`src/rtl/i2c_serial_interface.sv`:
```
// Byte-level I2C slave engine: address/register/data decode, ACK generation,
// register-file write strobes and read serialisation behind a START/STOP front-end.
module i2c_serial_interface (
  input  logic       clk,
  input  logic       rst_n,
  input  logic       scl,
  input  logic       sda_in,
  output logic       sda_out,
  input  logic [1:0] start_stop_det_state,
  output logic       clear_start_stop_det,
  input  logic [7:0] slave_addr,
  output logic [7:0] reg_addr,
  output logic [7:0] data_out,
  output logic       write_en,
  input  logic [7:0] data_in
);

  typedef enum logic [2:0] {
    IDLE, RX_BIT, RX_DONE, ACK_HOLD, TX_BIT, TX_ACK, TX_NEXT
  } state_t;

  typedef enum logic [1:0] {
    DEV_ADDR, REG_ADDR, WRITE_DATA, READ
  } stream_t;

  state_t      state, state_n;
  stream_t     stream, stream_n;
  logic [3:0]  bit_cnt, bit_cnt_n;
  logic [7:0]  rx_shift, rx_shift_n;
  logic [7:0]  tx_shift, tx_shift_n;
  logic        rw, rw_n;
  logic        scl_s1, scl_s2;
  logic        sda_out_n, clear_n, write_en_n;
  logic [7:0]  reg_addr_n, data_out_n;
  logic        rise, fall, addr_match;

  assign rise = scl_s1 & ~scl_s2;
  assign fall = ~scl_s1 & scl_s2;
  // Bit 0 of slave_addr is the R/W slot of the write-form address, so it is masked out.
  assign addr_match = ((rx_shift ^ slave_addr) & 8'hFE) == 8'h00;

  always_ff @(posedge clk or negedge rst_n) begin
    if (!rst_n) begin
      state                <= IDLE;
      stream               <= DEV_ADDR;
      bit_cnt              <= 4'd0;
      rx_shift             <= 8'h00;
      tx_shift             <= 8'h00;
      rw                   <= 1'b0;
      scl_s1               <= 1'b1;
      scl_s2               <= 1'b1;
      sda_out              <= 1'b1;
      clear_start_stop_det <= 1'b0;
      write_en             <= 1'b0;
      reg_addr             <= 8'h00;
      data_out             <= 8'h00;
    end else begin
      state                <= state_n;
      stream               <= stream_n;
      bit_cnt              <= bit_cnt_n;
      rx_shift             <= rx_shift_n;
      tx_shift             <= tx_shift_n;
      rw                   <= rw_n;
      scl_s1               <= scl;
      scl_s2               <= scl_s1;
      sda_out              <= sda_out_n;
      clear_start_stop_det <= clear_n;
      write_en             <= write_en_n;
      reg_addr             <= reg_addr_n;
      data_out             <= data_out_n;
    end
  end

  always_comb begin
    state_n    = state;
    stream_n   = stream;
    bit_cnt_n  = bit_cnt;
    rx_shift_n = rx_shift;
    tx_shift_n = tx_shift;
    rw_n       = rw;
    sda_out_n  = sda_out;
    clear_n    = 1'b0;
    write_en_n = 1'b0;
    reg_addr_n = reg_addr;
    data_out_n = data_out;

    // The pointer advances the cycle after the strobe so the user sees the written address.
    if (write_en)
      reg_addr_n = reg_addr + 8'd1;

    // The detector state is still pending while our clear pulse is out, so skip that cycle.
    if (!clear_start_stop_det && start_stop_det_state == 2'b01) begin
      clear_n   = 1'b1;
      stream_n  = DEV_ADDR;
      bit_cnt_n = 4'd0;
      sda_out_n = 1'b1;
      state_n   = RX_BIT;
    end else if (!clear_start_stop_det && start_stop_det_state == 2'b10) begin
      clear_n   = 1'b1;
      sda_out_n = 1'b1;
      state_n   = IDLE;
    end else begin
      case (state)
        IDLE: sda_out_n = 1'b1;
        RX_BIT: begin
          if (rise) begin
            rx_shift_n = {rx_shift[6:0], sda_in};
            bit_cnt_n  = bit_cnt + 4'd1;
            if (bit_cnt == 4'd7)
              state_n = RX_DONE;
          end
        end
        RX_DONE: begin
          if (fall) begin
            case (stream)
              DEV_ADDR: begin
                if (addr_match) begin
                  sda_out_n = 1'b0;
                  rw_n      = rx_shift[0];
                  state_n   = ACK_HOLD;
                end else begin
                  sda_out_n = 1'b1;
                  state_n   = IDLE;
                end
              end
              REG_ADDR: begin
                reg_addr_n = rx_shift;
                sda_out_n  = 1'b0;
                stream_n   = WRITE_DATA;
                state_n    = ACK_HOLD;
              end
              default: begin
                data_out_n = rx_shift;
                write_en_n = 1'b1;
                sda_out_n  = 1'b0;
                state_n    = ACK_HOLD;
              end
            endcase
          end
        end
        ACK_HOLD: begin
          if (fall) begin
            sda_out_n = 1'b1;
            bit_cnt_n = 4'd0;
            state_n   = RX_BIT;
            if (stream == DEV_ADDR) begin
              if (rw) begin
                stream_n   = READ;
                tx_shift_n = {data_in[6:0], 1'b0};
                sda_out_n  = data_in[7];
                bit_cnt_n  = 4'd1;
                state_n    = TX_BIT;
              end else begin
                stream_n = REG_ADDR;
              end
            end
          end
        end
        TX_BIT: begin
          if (fall) begin
            if (bit_cnt == 4'd8) begin
              sda_out_n = 1'b1;
              state_n   = TX_ACK;
            end else begin
              sda_out_n  = tx_shift[7];
              tx_shift_n = {tx_shift[6:0], 1'b0};
              bit_cnt_n  = bit_cnt + 4'd1;
            end
          end
        end
        TX_ACK: begin
          if (rise) begin
            if (!sda_in) begin
              reg_addr_n = reg_addr + 8'd1;
              state_n    = TX_NEXT;
            end else begin
              sda_out_n = 1'b1;
              state_n   = IDLE;
            end
          end
        end
        TX_NEXT: begin
          // data_in already reflects the advanced pointer by the time SCL falls.
          if (fall) begin
            tx_shift_n = {data_in[6:0], 1'b0};
            sda_out_n  = data_in[7];
            bit_cnt_n  = 4'd1;
            state_n    = TX_BIT;
          end
        end
        default: begin
          sda_out_n = 1'b1;
          state_n   = IDLE;
        end
      endcase
    end
  end

endmodule

```
`config.mk`:
```
export PLATFORM = sky130hd
export DESIGN_NAME = i2c_serial_interface
export DESIGN_NICKNAME = d
export VERILOG_FILES = /design/src/rtl/i2c_serial_interface.sv
export SDC_FILE = /design/constraint.sdc
export NUM_CORES = 1
export LEC_CHECK = 0
export BUFFER_PORTS_ARGS = -buffer_cell sky130_fd_sc_hd__buf_2
export CAP_MARGIN = 25
export CORE_MARGIN = 2
export CORE_UTILIZATION = 55
export DETAILED_ROUTE_END_ITERATION = 7
export GPL_TIMING_DRIVEN = 0
export PLACE_DENSITY = 0.77
export RECOVER_POWER = 100
export SYNTH_ARGS = -nofsm -noshare
export SYNTH_HDL_FRONTEND = slang
export SYNTH_SLANG_ARGS = --single-unit
```
`constraint.sdc`:
```
create_clock -name clk -period 4.6 [get_ports clk]
set_input_delay 0.69 -clock clk [delete_from_list [all_inputs] [get_ports clk]]
set_output_delay 0.69 -clock clk [all_outputs]
set_load 0.02 [all_outputs]
```
==> reports/results.ini <==
[outcome]
status = finished, violations left
violations = capacitance limit, slew limit

[synthesis]
yosysWarnings = 0
synth_enable_flop_cells = 0
synthFlopType = dfrtp_1
synth_top_family_by_area = simple AND/OR/NAND/NOR gates
synthMuxAreaShare = 0.0919
yosysUniqueCellTypes = 59
yosysSeqAreaShare = 0.412
synth_area_um2 = 2810
syn-num-nets = 318
synth-compound-area-share = 0.178
synth_top_area_frac = 0.384
synthTopCellsByArea = dfrtp_1 (38%), mux2_2 (7.2%), nand2_1 (3.7%)
synth_seq_cells = 46
synth_async_sr_flop_share = 1.00
yosys.area_share.simple = 0.206
post_synth.cell_area_avg_um2 = 9.57
synth_fa_ha_area_frac = 0.0134
yosysTopAreaCell = dfrtp_1
synth_xor_area_frac = 0.0624
netlist_instances = 293

[clock_network]
htreeDepth = 2
cts.hold.buffers_added = 0
cts_resized = 0
clkTransAtPathRegs_ns = 0.09
cts_buffers = 5
worstSkewPairLatency_ns = 0.31
cts_buffer_depth = 2
postCtsSetupBuffers = 0
tritoncts_num_sinks = 46
tritoncts = built
root_buffer = clkbuf_8

[power_and_ir_drop]
p_sw_frac = 0.379
ir_worst_vdd_mv = 0.280
p_sw_uw = 518
p_seq_frac = 0.425
p_clk_frac = 0.224
intPower_uw = 848
p_leak_nw = 1.38
pwr-share-comb = 0.350
powerDensity_nw_per_um2 = 438

[finish]
drive_gt1_frac = 0.158
final_cell_mix = dfrtp_1 (43), clkbuf_1 (30), nand2_1 (28), nor2_1 (24), o21ai_0 (20)
fin_util = 0.648
fin_area_um2 = 3120
n_antenna_cell = 0
nNetsFinal = 365
area_delta_synth_final_pct = 11.3
layout_commonest_cell = dfrtp_1

[die]
rows = 25
die_w_um = 75.4
die-area_um2 = 5690
num_io_pins = 41
die_y_um = 75.4
start_util = 0.582
coreArea_um2 = 4820

[sta]
clock_skew_ns = 0.0102
setup_viol = 0
slew_headroom = -0.264
final.period_utilization = 0.671
fmax_mhz = 324
hold_viol = 0
fin_tns_setup_ns = 0
worst_pin_slew_ns = 1.90
drv_slew = 37
setup_slack_ns = 1.51
fin_hold_ws_ns = 0.333
post-route-min-period_ns = 3.09
rsz0062_at_grt = false

[critical_path]
slowest_delay_ns = 0.64
end_kind = flop
crit_required_ns = 4.79
critPathSlowestCell = nor3_1
path_buf_inv = 3
crit_chain = clkbuf_1, xnor2_1, or2_0, clkbuf_1, inv_4, nor3_1, nand3_1, mux2_2
cp.arrival_ns = 3.28
path_class = input pin to flop
critical-path-top-delay-family = simple AND/OR/NAND/NOR gates
reg2reg_slack_ns = 1.92
cp_max_fo = 9
critPathMostFrequentCell = clkbuf_1
worstSetupStartpointType = input pin

[global_route]
overflow = 0
grt_pass1_vias = 2222
grt_max_degree = 47
antenna_found_initial = 0
grt_pass1_wl_mm = 10.7
grt_usage = 0.247

[route]
drt-vias-per-instance = 6.06
vias = 2472
drtAntennaViolNets = 0
wl_mm = 6.55
dr.pass1.iters = 5
wl_per_cell_um = 16.1
drcViolationCount = 0
drtIter0Drc = 231

[run]
max_cap_violations = 1

[placed_design]
postPlaceCellArea_um2 = 3080
dpl.hpwl_mm = 4.66
port_buffers = 39
place.gp.congestion = 0.934
post-place-ws_ns = 2.17

[min_path]
hold_class = input pin to async pin

-- registers in the layout, summed over array words and instances (netlist names) --
signal and flops:
data_out 8, rx_shift 8, sda_out 1, scl_s2 1, stream 2, tx_shift 7
state 3, rw 1, bit_cnt 4, reg_addr 8, clear_start_stop_det 1, scl_s1 1
write_en 1
-- logic make-up after synthesis --
logic type / Yosys count
compound gates: 76
fa+ha+maj: 3
buf+inv: 21
xor+xnor: 20
flops: 46
simple gates: 104
mux: 23
-- power groups by stage --
| stage | Clock (mW) | Combinational, mW | Sequential, mW |
|---|---|---|---|
| 2_1_floorplan | 0 | 0.339 | 0.601 |
| 3_3_place_gp | 0 | 0.482 | 0.584 |
| 3_5_place_dp | 0 | 0.494 | 0.588 |
| 4_1_cts | 0.310 | 0.498 | 0.580 |
| 5_1_grt | 0.321 | 0.526 | 0.595 |
| 6_report | 0.306 | 0.479 | 0.581 |
-- synth_stat cells (3+ instances only) --
| library cell | number |
|---|---|
| nand2_1 | 28 |
| nor3b_1 | 3 |
| nand3b_1 | 3 |
| o22ai_1 | 6 |
| a22oi_1 | 4 |
| a21oi_1 | 13 |
| mux2_2 | 18 |
| a21o_1 | 3 |
| or3b_2 | 3 |
| buf_2 | 3 |
| nor2_1 | 24 |
| nand4_1 | 6 |
| dfrtp_1 | 43 |
| xnor2_1 | 11 |
| o21ai_0 | 19 |
| mux2i_1 | 4 |
| a31oi_1 | 11 |
| nand3_1 | 4 |
| nand2b_1 | 3 |
| and3_1 | 3 |
| nor3_1 | 3 |
| ha_1 | 3 |
| buf_4 | 3 |
| dfstp_2 | 3 |
| and3b_1 | 3 |
| nor2b_1 | 5 |
| clkbuf_1 | 3 |
| inv_1 | 10 |
| xor2_1 | 9 |
-- layout make-up --
| type | count | area, um2 |
|---|---|---|
| multi-input cells | 226 | 1510 |
| flip-flops and latches | 46 | 1150 |
| well taps | 67 | 83.8 |
| fillers | 452 | 1690 |
| clock inverters | 2 | 37.5 |
| inverters | 11 | 43.8 |
| clock buffers | 6 | 72.6 |
| repair buffers | 40 | 171 |
| plain buffers | 10 | 47.5 |
-- path summary, 6_finish.rpt --
path / endpoint / cells after the start / from
hold reg to reg: data_out[3]$_DFFE_PN0P_ / 1 / data_out[3]$_DFFE_PN0P_
setup reg to reg: data_out[1]$_DFFE_PN0P_ / 6 / clear_start_stop_det$_DFF_PN0_
max in group asynchronous: tx_shift[7]$_DFFE_PN0P_ / 2 / rst_n
min in group clk: scl_s1$_DFF_PN1_ / 1 / scl
hold / removal: stream[0]$_DFFE_PN0P_ / 1 / rst_n
setup / recovery: data_out[1]$_DFFE_PN0P_ / 8 / start_stop_det_state[0]
-- per-stage QoR --
step | total power, mW | instances
2_1_floorplan | 0.940 | 293
3_3_place_gp | 1.07 | 399
3_5_place_dp | 1.08 | 399
4_1_cts | 1.39 | 407
5_1_grt | 1.44 | 408
6_report | 1.37 | 408
-- metal layers --
| layer | global-route usage | up-vias | share of wire |
|---|---|---|---|
| met1 | 0.368 | 1167 | 0.45 |
| met3 | 0.0370 | 15 | 0.075 |
| met2 | 0.376 | 122 | 0.46 |
| met4 | 0.0682 | 0 | 0.015 |
| met5 | 0 | - | 0 |
| li1 | - | 1168 | - |
Note: power is estimated with default switching activity, not from simulation.
